**config.mk**
```make
export PLATFORM = sky130hd
export DESIGN_NAME = sap_control_sequencer
export DESIGN_NICKNAME = d
export VERILOG_FILES = /design/src/rtl/sap_control_sequencer.sv
export SDC_FILE = /design/constraint.sdc
export NUM_CORES = 1
export LEC_CHECK = 0
export CORE_MARGIN = 2
export CORE_UTILIZATION = 42
export CTS_BUF_LIST = sky130_fd_sc_hd__clkbuf_8
export DETAILED_ROUTE_END_ITERATION = 7
export HOLD_SLACK_MARGIN = 0.12
export PLACE_DENSITY_LB_ADDON = 0.3
export SETUP_SLACK_MARGIN = 0.05
export SKIP_LAST_GASP = 1
export SLEW_MARGIN = 15
export SYNTH_ARGS = -nofsm -noshare
export SYNTH_HDL_FRONTEND = slang
export SYNTH_SLANG_ARGS = --single-unit
export TNS_END_PERCENT = 100
```
**constraint.sdc**
```tcl
create_clock -name clk -period 2.4 [get_ports clk]
set_clock_uncertainty 0.2 [all_clocks]
set_input_delay 0.24 -clock clk [delete_from_list [all_inputs] [get_ports clk]]
set_output_delay 0.24 -clock clk [all_outputs]
set_load 0.005 [all_outputs]
```
**src/rtl/sap_control_sequencer.sv**
```systemverilog
// SAP-style microcoded control sequencer: T-state counter plus opcode/flag decode into a 16-bit control word.
// Optional macro SEQ_EARLY_RESET_EN: wrap to T0 right after each opcode's last active execute step.
module sap_control_sequencer #(
  parameter int NUM_STEPS = 5,
  parameter int STEP_W    = 3
) (
  input  logic              clk,
  input  logic              rst,
  input  logic              clk_en,
  input  logic [3:0]        opcode,
  input  logic              flag_c,
  input  logic              flag_z,
  output logic [15:0]       ctrl,
  output logic [STEP_W-1:0] step,
  output logic              halted
);

  typedef enum logic {ST_RUN = 1'b0, ST_HALT = 1'b1} state_t;

  localparam logic [15:0] C_HLT = 16'h8000;
  localparam logic [15:0] C_MI  = 16'h4000;
  localparam logic [15:0] C_RI  = 16'h2000;
  localparam logic [15:0] C_RO  = 16'h1000;
  localparam logic [15:0] C_IO  = 16'h0800;
  localparam logic [15:0] C_II  = 16'h0400;
  localparam logic [15:0] C_AI  = 16'h0200;
  localparam logic [15:0] C_AO  = 16'h0100;
  localparam logic [15:0] C_EO  = 16'h0080;
  localparam logic [15:0] C_SU  = 16'h0040;
  localparam logic [15:0] C_BI  = 16'h0020;
  localparam logic [15:0] C_OI  = 16'h0010;
  localparam logic [15:0] C_CE  = 16'h0008;
  localparam logic [15:0] C_CO  = 16'h0004;
  localparam logic [15:0] C_J   = 16'h0002;
  localparam logic [15:0] C_FI  = 16'h0001;

  localparam logic [STEP_W-1:0] T0        = STEP_W'(0);
  localparam logic [STEP_W-1:0] T1        = STEP_W'(1);
  localparam logic [STEP_W-1:0] T2        = STEP_W'(2);
  localparam logic [STEP_W-1:0] T3        = STEP_W'(3);
  localparam logic [STEP_W-1:0] T4        = STEP_W'(4);
  localparam logic [STEP_W-1:0] LAST_STEP = STEP_W'(NUM_STEPS - 1);

  state_t              state_r, state_nxt_s;
  logic [STEP_W-1:0]   step_r, step_nxt_s;
  logic [STEP_W-1:0]   wrap_step_s;
  logic [15:0]         exec_s;
  logic [15:0]         ctrl_s;

`ifdef SEQ_EARLY_RESET_EN
  // Last execute step that can assert anything; not-taken jumps still end at T2.
  function automatic logic [STEP_W-1:0] last_step_of(input logic [3:0] op);
    logic [STEP_W-1:0] last;
    case (op)
      4'h1, 4'h4:                      last = T3;
      4'h2, 4'h3:                      last = T4;
      4'h5, 4'h6, 4'h7, 4'h8, 4'hE,
      4'hF:                            last = T2;
      default:                         last = T1;
    endcase
    return last;
  endfunction
`endif

  // Execute-phase microcode for T2..T4; any other step decodes to nothing.
  always_comb begin
    exec_s = 16'h0000;
    case (opcode)
      4'h1: begin
        if (step_r == T2)      exec_s = C_IO | C_MI;
        else if (step_r == T3) exec_s = C_RO | C_AI;
        else                   exec_s = 16'h0000;
      end
      4'h2, 4'h3: begin
        if (step_r == T2)      exec_s = C_IO | C_MI;
        else if (step_r == T3) exec_s = C_RO | C_BI;
        else if (step_r == T4) exec_s = C_EO | C_AI | C_FI | ((opcode == 4'h3) ? C_SU : 16'h0000);
        else                   exec_s = 16'h0000;
      end
      4'h4: begin
        if (step_r == T2)      exec_s = C_IO | C_MI;
        else if (step_r == T3) exec_s = C_AO | C_RI;
        else                   exec_s = 16'h0000;
      end
      4'h5: exec_s = (step_r == T2) ? (C_IO | C_AI) : 16'h0000;
      4'h6: exec_s = (step_r == T2) ? (C_IO | C_J) : 16'h0000;
      4'h7: exec_s = ((step_r == T2) && flag_c) ? (C_IO | C_J) : 16'h0000;
      4'h8: exec_s = ((step_r == T2) && flag_z) ? (C_IO | C_J) : 16'h0000;
      4'hE: exec_s = (step_r == T2) ? (C_AO | C_OI) : 16'h0000;
      4'hF: exec_s = (step_r == T2) ? C_HLT : 16'h0000;
      default: exec_s = 16'h0000;
    endcase
  end

  // Full control word: halt override, shared fetch, then execute microcode.
  always_comb begin
    ctrl_s = 16'h0000;
    if (state_r == ST_HALT) begin
      ctrl_s = C_HLT;
    end else begin
      case (step_r)
        T0:      ctrl_s = C_CO | C_MI;
        T1:      ctrl_s = C_RO | C_II | C_CE;
        default: ctrl_s = exec_s;
      endcase
    end
  end

  // Next-state: halt on an enabled HLT step, otherwise advance and wrap.
  always_comb begin
    state_nxt_s = state_r;
    step_nxt_s  = step_r;
`ifdef SEQ_EARLY_RESET_EN
    wrap_step_s = last_step_of(opcode);
`else
    wrap_step_s = LAST_STEP;
`endif
    if ((state_r == ST_RUN) && clk_en) begin
      if (ctrl_s[15]) begin
        state_nxt_s = ST_HALT;
      end else if ((step_r == wrap_step_s) || (step_r == LAST_STEP)) begin
        step_nxt_s = T0;
      end else begin
        step_nxt_s = step_r + STEP_W'(1);
      end
    end else begin
      state_nxt_s = state_r;
      step_nxt_s  = step_r;
    end
  end

  // State registers; reset wins over clk_en.
  always_ff @(posedge clk) begin
    if (rst) begin
      state_r <= ST_RUN;
      step_r  <= T0;
    end else begin
      state_r <= state_nxt_s;
      step_r  <= step_nxt_s;
    end
  end

  assign ctrl   = ctrl_s;
  assign step   = step_r;
  assign halted = (state_r == ST_HALT);

endmodule

```
-- After elaboration in Yosys (flattened, before gate mapping)
Index checks and enable logic that the tools add are counted.
- bits in registers: 4
- input bits: 9
- output and inout port bits: 20
- word-level logic and storage cells: 44
- add/sub/neg operators: 1
- eq/ne operators: 14
- muxes and demuxes: 18
- bitwise gates (word level): 2
- reductions and logical operators: 7
- operators with widths (kind ; count):
    16-bit case mux with 9 select lines ; 1
    12-bit 2-to-1 mux ; 4
    16-bit 2-to-1 mux ; 3
    16-bit case mux with 2 select lines ; 1
    15-bit 2-to-1 mux ; 2
    13-bit 2-to-1 mux ; 2
    4-bit by 3-bit == test with 1-bit output (second input constant) ; 4
    14-bit 2-to-1 mux ; 1
    4-bit == test (second input constant) ; 3
    10-bit 2-to-1 mux ; 1
    9-bit 2-to-1 mux ; 1
    4-bit by 2-bit == test with 1-bit output (second input constant) ; 2
    7-bit 2-to-1 mux ; 1
    3-bit by 2-bit == test with 1-bit output (second input constant) ; 2
    4-bit by 1-bit == test with 1-bit output (second input constant) ; 1
    2-bit AND reduction ; 2
    3-bit by 1-bit adder with 3-bit output (second input constant) ; 1
    3-bit by 1-bit == test with 1-bit output (second input constant) ; 1
    3-bit == test (second input constant) ; 1
    1-bit logical AND ; 3
    3-bit logical NOT ; 1
    3-bit 2-to-1 mux ; 1
    1-bit inverter ; 2
    2-bit OR reduction ; 1

-- Longest topological paths before layout
Gate-level depths: netlist of run 1.
- word-level depth: 10
- depth in mapped cells: 7
- gate-level depth less buffers: 6

-- Worst setup path after synthesis of run 1
OpenSTA, ideal clock, no wires.
- path type: register to output
- start: reg step_r[0] (netlist: step[0])
- end: out ctrl[7]
- arrival time: 1.571 ns
- required time: 1.960 ns
- setup slack: 0.389 ns
- stages on the path, launching flop included: 6
- buffers on the path: 1
- cell sequence: dfxtp_1 ha_1 ha_1 or4_4 nor2_1 buf_4
- word-level cells in the longest chain between the ends: 7
- elaborated cells on any way between the ends: 13
- classes of those cells: eq/ne (4); mux (8); reduce/logical (1)
- RTL lines (item ; line ; source):
    from (decl) ; 45 ; logic [STEP_W-1:0] step_r, step_nxt_s;
    from (signal assigned) ; 139 ; step_r <= step_nxt_s;
    3-bit == test ; 77 ; else if (step_r == T4) exec_s = C_EO | C_AI | C_FI | ((opcode == 4'h3) ? C_SU : 16'h0000);
    10-bit 2-to-1 mux ; 77 ;
    13-bit 2-to-1 mux ; 76 ; else if (step_r == T3) exec_s = C_RO | C_BI;
    15-bit 2-to-1 mux ; 75 ; if (step_r == T2) exec_s = C_IO | C_MI;
    16-bit case mux with 9 select lines ; 68 ; case (opcode)
    16-bit case mux with 2 select lines (*) ; 101 ; case (step_r)
    16-bit 2-to-1 mux (*) ; 98 ; if (state_r == ST_HALT) begin
    to (decl) ; 13 ; output logic [15:0] ctrl,
Mark *: on every way between the ends. The rest lies on a longest branch, timed or not.

-- Worst setup path in the final report of run 1
- start: reg step_r[0] (netlist: step[0])
- end: out ctrl[9]
The elaborated chain is that of the path after synthesis.

==> results of run 1 <==
## timing repair
item	in CTS	in global routing
pin swaps	1	7
setup endpoints to repair	13	8
hold buffers	0	0
cloned	0	0
buffers inserted	5	5
gates resized for setup	34	19
## final cells by class
| cell class | count | area [sq um] |
|---|---|---|
| tap | 15 | 18.8 |
| inverter | 5 | 21.3 |
| sequential | 4 | 85.1 |
| timing repair buffer | 64 | 544 |
| fill | 21 | 31.3 |
| clock buffer | 3 | 41.3 |
| multi-input combinational | 70 | 592 |
## through the flow
step           power (W)  utilization  setup WS, ns  area [sq um]  hold WS [ns]
6_report        0.000462        0.977       -0.0962          1300         0.461
5_1_grt         0.000480        0.977        -0.126          1300         0.472
3_3_place_gp    0.000237        0.801        -0.106          1070         0.371
2_1_floorplan   0.000150            -         0.389           616         0.112
4_1_cts         0.000412        0.901        -0.137          1200         0.425
3_5_place_dp    0.000242        0.801        -0.151          1070         0.389
## power by group through the flow
stage | Sequential (W) | Combinational, W | Clock [W]
4_1_cts | 0.0000760 | 0.000195 | 0.000141
3_3_place_gp | 0.0000752 | 0.000162 | 0
2_1_floorplan | 0.0000759 | 0.0000744 | 0
6_report | 0.0000772 | 0.000241 | 0.000144
3_5_place_dp | 0.0000757 | 0.000166 | 0
5_1_grt | 0.0000772 | 0.000248 | 0.000155
## routing by layer
layer	up-vias	global-route usage	share of wire
met5	-	0	0
met4	0	0.119	0.082
met3	34	0.0862	0.10
met2	111	0.554	0.47
met1	485	0.330	0.35
li1	422	-	-
## worst min-delay path: cells and delay by family (launching register included)
kind          cells  cell delay, ns
simple gates      1            0.07
mux               1            0.06
buf+inv           1            0.14
flops             1            0.34
## flip-flops by register name, summed over array words and instances (netlist names)
signal  cells
step        3
halted      1
## worst paths after layout
check	end	slack (ns)	cells after the start
setup reg to reg	step[2]	0.10	10
hold reg to reg	step[1]	0.46	3
hold / removal	step[1]	0.46	3
setup / recovery	ctrl[9]	-0.1	11
## logic make-up (layout without fill, tap and decap cells)
group	Yosys count	in the layout
buffers and inverters	11	72
xor gates and xnor gates	1	1
DFF	4	4
adders and majority gates	5	5
and+or+nand+nor	42	42
AOI/OAI and AO/OA	18	18
muxes	4	4
## cells in the final DEF, fill, tap and decap left out, types with 3 or more instances in the layout
master	Yosys	layout
clkdlybuf4s50_1	0	13
clkbuf_8	0	3
nor2_4	0	3
nor2_1	6	4
buf_4	2	34
nor3_2	1	3
mux2i_1	4	3
o21ai_0	3	3
inv_1	5	3
a21oi_1	7	7
nand2b_1	7	7
nand2_1	9	9
dlygate4sd2_1	0	9
dlymetal6s2s_1	0	3
nand3_1	4	3
==> reports/qor.txt, run 1 <==
outcome: finished with violations
failing checks: setup timing
Top delay family on crit path: buffers and inverters
CTS tree: built
share of layout cells above drive strength 1: 0.459
Yosys cell types: 34
vias in the first global route: 901
remaining routing DRC violations: 0
Syn Inst Count: 85
slowest CP cell: dfxtp_4
clock tree buffer depth: 2
power per cell area: 355 nW/um^2
crit path launch type: register
CP Capture Type: primary output
Routed Antenna Nets: 0
# setup viols final: 5
Async SR Flop Fraction: 0
YS warnings: 0
port bufs: 28
Placed Cells incl. Taps: 148
# clock sinks: 4
post-DR vias/cell: 6.53
RD Place Congestion: 0.841
multiplexer area fraction after synthesis: 0.0650
# diodes: 0
list of most frequent post-synthesis cells: 9 x nand2_1, 7 x a21oi_1, 7 x nand2b_1, 6 x nor2_1
cell breakdown of the critical path: inv_4 > buf_4 > ha_2 > nand2b_1 > buf_4 > buf_4 > buf_4 > mux2i_2 > nand3_1 > a21oi_1 > buf_2
largest net degree at the start of global routing: 9
Post-synth EDFFs: 0
ys flop type: dfxtp_1
CTS buffer count: 3
Synth Area in Compound Gates: 0.189
gr ovfl total: 0
Final WS setup: -0.0962 ns
non-filler instance count after layout: 161
worst-path fanout max: 4
Die X: 42.3 um
r2r startpoint: step[0]
max-cap viol count: 0
Int Power: 0.000305 W
Relative slew margins: 0.667
CTS root buf: clkbuf_8
Pleak: 0.615 nW
Hold Path Origin: step[1]
hpwl dp: 1590 um
largest area contributor in the netlist: dfxtp_1
Comb power frac: 0.522
First-pass DRT Iterations: 4
Die H: 42.3 um
xor-xnor portion of the synthesized cell area: 0.0142
Post-Synth Adder-Cell Area: 0.102
crit path from: step[0]
first-pass GRT wire length: 4180 um
max-slew violation count: 0
Ports: 29
Yosys top cell area share: 0.130
Clock power frac: 0.311
syn nets: 99
via count: 1,052
Data required, critical path: 1.96 ns
Setup TNS: -0.250 ns
Initial Util: 0.462
Synth Area in Simple Gates: 0.402
Worst Tran Pin Value: 0.497 ns
Max stage delay on crit path: 0.36 ns
nets: 162
Tot GR Track Use: 0.306
sequential area share after synthesis: 0.130
Synth Cell Area: 616 sq um
htree depth: 1
unrepaired setup endpoints after global routing: yes
count leader, synth: nand2_1
Clock Latency Late Sink: 0.22 ns
post-synthesis register bit count: 4
drt wl/cell: 22.7 um
top cells by area, synth: dfxtp_1 13%, ha_1 10%, nand2b_1 7.1%
post-route clock period utilization: 1.04
initial antenna violation count: 0
crit path time final: 2.50 ns
switch share: 0.342
row cnt: 13
Max VDD drop: 0.435 mV
Switch Pwr: 0.000158 W
Critical Path AT: 2.06 ns
largest family of logic cells by synthesized area: simple AND/OR/NAND/NOR gates
total core area: 1330 sq um
Fin. Hold Viols: 0
buffer and inverter count on the worst path: 6
1st-iter DRT viols: 56
Hold WC Path Type: reg2reg
Routed WL: 3650 um
Mapped Avg Cell Area: 7.24 sq um
maximum clock rate: 401 MHz
Flop pwr share: 0.167
Die ar.: 1790 sq um
Setup CP Type: reg2out
Worst-path clk slew: 0.03 ns
area delta synth->final: 112%
CP most frequent cell: buf_4
No activity file was read; power rests on OpenSTA's default activity.
==> inputs of run 2 (changes only) <==
--- a/config.mk
+++ b/config.mk
@@ -11,7 +11,7 @@
 export DETAILED_ROUTE_END_ITERATION = 7
 export HOLD_SLACK_MARGIN = 0.12
 export PLACE_DENSITY_LB_ADDON = 0.3
-export SETUP_SLACK_MARGIN = 0.05
+export SETUP_SLACK_MARGIN = 0.15
 export SKIP_LAST_GASP = 1
 export SLEW_MARGIN = 15
 export SYNTH_ARGS = -nofsm -noshare
==> run 2 against run 1 <==
The flow now finishes without violations. Total power fell by 3.5%. Via count fell by 7.5%. Combinational power fell by 7%. Worst setup slack improved by 0.12 ns. First-iteration DRC count rose by 32%. Non-clock buffer count fell by 7. Design area fell by 4.2%.
==> reports/qor.txt, run 2 (synthesis gave the netlist of run 1 again) <==
Worst Tran Pin Value: 0.435 ns (-0.0622 ns)
row cnt: 13 (unchanged)
Worst-path clk slew: 0.03 ns (about the same)
# diodes: 0 (unchanged)
port bufs: 28 (unchanged)
via count: 973 (-7.5%)
Setup TNS: 0 ns (+0.250 ns)
Fin. Hold Viols: 0 (unchanged)
total core area: 1330 sq um (unchanged)
hpwl dp: 1590 um (unchanged)
Routed Antenna Nets: 0 (unchanged)
# clock sinks: 4 (unchanged)
Hold Path Sink: halted
Relative slew margins: 0.709 (+0.0417)
Worst Hold Margin: 0.470 ns (+0.00940 ns)
crit path launch type: register
Tot GR Track Use: 0.323 (+0.0176)
remaining routing DRC violations: 0 (unchanged)
Data required, critical path: 1.96 ns (about the same)
r2r endpoint: step[0]
First-pass DRT Iterations: 4 (unchanged)
RD Place Congestion: 0.841 (unchanged)
nets: 155 (-4.3%)
CP most frequent cell: ha_1
Clock power frac: 0.325 (+0.014)
Die X: 42.3 um (unchanged)
CTS root buf: clkbuf_8
commonest non-fill, non-tap cell in the layout: buf_4
switch share: 0.347 (+0.00517)
Die ar.: 1790 sq um (unchanged)
CTS tree: built
r2r startpoint: step[0]
slowest CP cell: clkdlybuf4s50_1
Hold WC Path Type: reg2reg
outcome: finished clean
Switch Pwr: 0.000155 W (-2.0%)
area delta synth->final: 103%
drt wl/cell: 21.1 um (-7.1%)
max reg flops: 3 (unchanged)
Routed WL: 3240 um (-11%)
first-pass GRT wire length: 4410 um (+5.5%)
CP Capture Type: primary output
filler cell count: 49 (+130%)
depth of the worst register-to-register path: 10 (unchanged)
Clock Latency Late Sink: 0.22 ns (about the same)
maximum clock rate: 422 MHz (+5.2%)
Setup CP Type: reg2out
initial antenna violation count: 0 (unchanged)
max-slew violation count: 0 (unchanged)
Final WS setup: 0.0282 ns (+0.124 ns)
gr ovfl total: 0 (unchanged)
Critical Path AT: 1.93 ns (-0.13 ns)
Pleak: 0.538 nW (-12%)
vias in the first global route: 932 (+3.4%)
Comb power frac: 0.500 (-0.022)
crit path time final: 2.37 ns (-0.124 ns)
clock tree buffer depth: 2 (unchanged)
Initial Util: 0.462 (unchanged)
Max stage delay on crit path: 0.52 ns (+0.16 ns)
cell breakdown of the critical path: ha_1 > ha_1 > buf_4 > nand3_4 > nor3_2 > clkdlybuf4s50_1
Ports: 29 (unchanged)
DP Worst Slack: -0.151 ns (unchanged)
1st-iter DRT viols: 74 (+32%)
max-cap viol count: 0 (unchanged)
post-route clock period utilization: 0.988 (-0.0518)
share of layout cells above drive strength 1: 0.460 (+0.00153)
# setup viols final: 0 (-5)
r2r setup slk: 0.14 ns (+0.04 ns)
total chip power: 0.000446 W (-3.5%)
most frequent cells in the layout: 27 x buf_4, 13 x clkdlybuf4s50_1, 9 x nand2_1, 8 x dlygate4sd2_1
Die H: 42.3 um (unchanged)
Hold Path Origin: halted
Int Power: 0.000292 W (-4.2%)
power per cell area: 358 nW/um^2 (+0.80%)
worst-path fanout max: 4 (unchanged)
Flop pwr share: 0.176 (+0.009)
post-DR vias/cell: 6.32 (-3.3%)
hold depth: 2 (-1)
Max VDD drop: 0.453 mV (+4.1%)
unrepaired setup endpoints after global routing: yes
largest net degree at the start of global routing: 9 (unchanged)
CTS buffer count: 3 (unchanged)
htree depth: 1 (unchanged)
-- run 2: final cells by class --
type / count / area [sq um] / share of cell area
Timing Repair Buffer: 57 / 474 / 0.380
Sequential cell: 4 / 87.6 / 0.0702
Inverter: 5 / 23.8 / 0.0191
Tap cell: 15 / 18.8 / 0.0150
Clock buffer: 3 / 41.3 / 0.0331
Multi-Input combinational cell: 70 / 602 / 0.482
-- run 2: worst max-delay path by stage --
| stage | end | start | depth (start not counted) | slack, ns |
|---|---|---|---|---|
| after floorplan | ctrl[7] | step[0] | 5 | 0.39 |
| after CTS | ctrl[5] | step[1] | 7 | -0.02 |
| after global routing | ctrl[5] | step[1] | 7 | -0.003 |
| final | ctrl[5] | step[1] | 6 | 0.03 |
| after detailed placement | ctrl[6] | opcode[1] | 5 | -0.15 |
| after global placement | ctrl[6] | opcode[1] | 5 | -0.11 |
-- run 2: power by group through the flow --
stage | combinational (W) | clock, W | sequential, W
after floorplan | 0.0000744 | 0 | 0.0000759
after global placement | 0.000162 | 0 | 0.0000752
after detailed placement | 0.000166 | 0 | 0.0000757
after CTS | 0.000194 | 0.000141 | 0.0000776
after global routing | 0.000231 | 0.000152 | 0.0000787
final | 0.000223 | 0.000145 | 0.0000784
-- run 2: through the flow --
| step | instance area, sq um | cells | utilization |
|---|---|---|---|
| floorplan | 616 | 85 | - |
| global placement | 1070 | 148 | 0.801 |
| detailed placement | 1070 | 148 | 0.801 |
| CTS | 1210 | 154 | 0.907 |
| global route | 1250 | 154 | 0.935 |
| finish | 1250 | 154 | 0.935 |
-- run 2: worst max-delay path: cells and delay by family, from the launching register on --
kind                       cells  cell delay [ns]
DFF                            1             0.38
buffers and inverters          2             0.67
adders and majority gates      2             0.39
and+or+nand+nor                2             0.26
-- run 2: timing repair --
item,CTS,global route
pin swaps,8,4
resized for setup,56,9
hold buffers,0,0
endpoints found under the setup margin,13,10
setup buffers,3,0
-- run 2: per-layer routing --
layer | global-route usage | part of all wire | up-vias | routed length, um
li1 | - | - | 408 | -
met1 | 0.371 | 0.37 | 449 | 1190
met2 | 0.554 | 0.47 | 89 | 1520
met3 | 0.0948 | 0.10 | 27 | 339
met4 | 0.131 | 0.062 | 0 | 201
met5 | 0 | 0 | - | 0
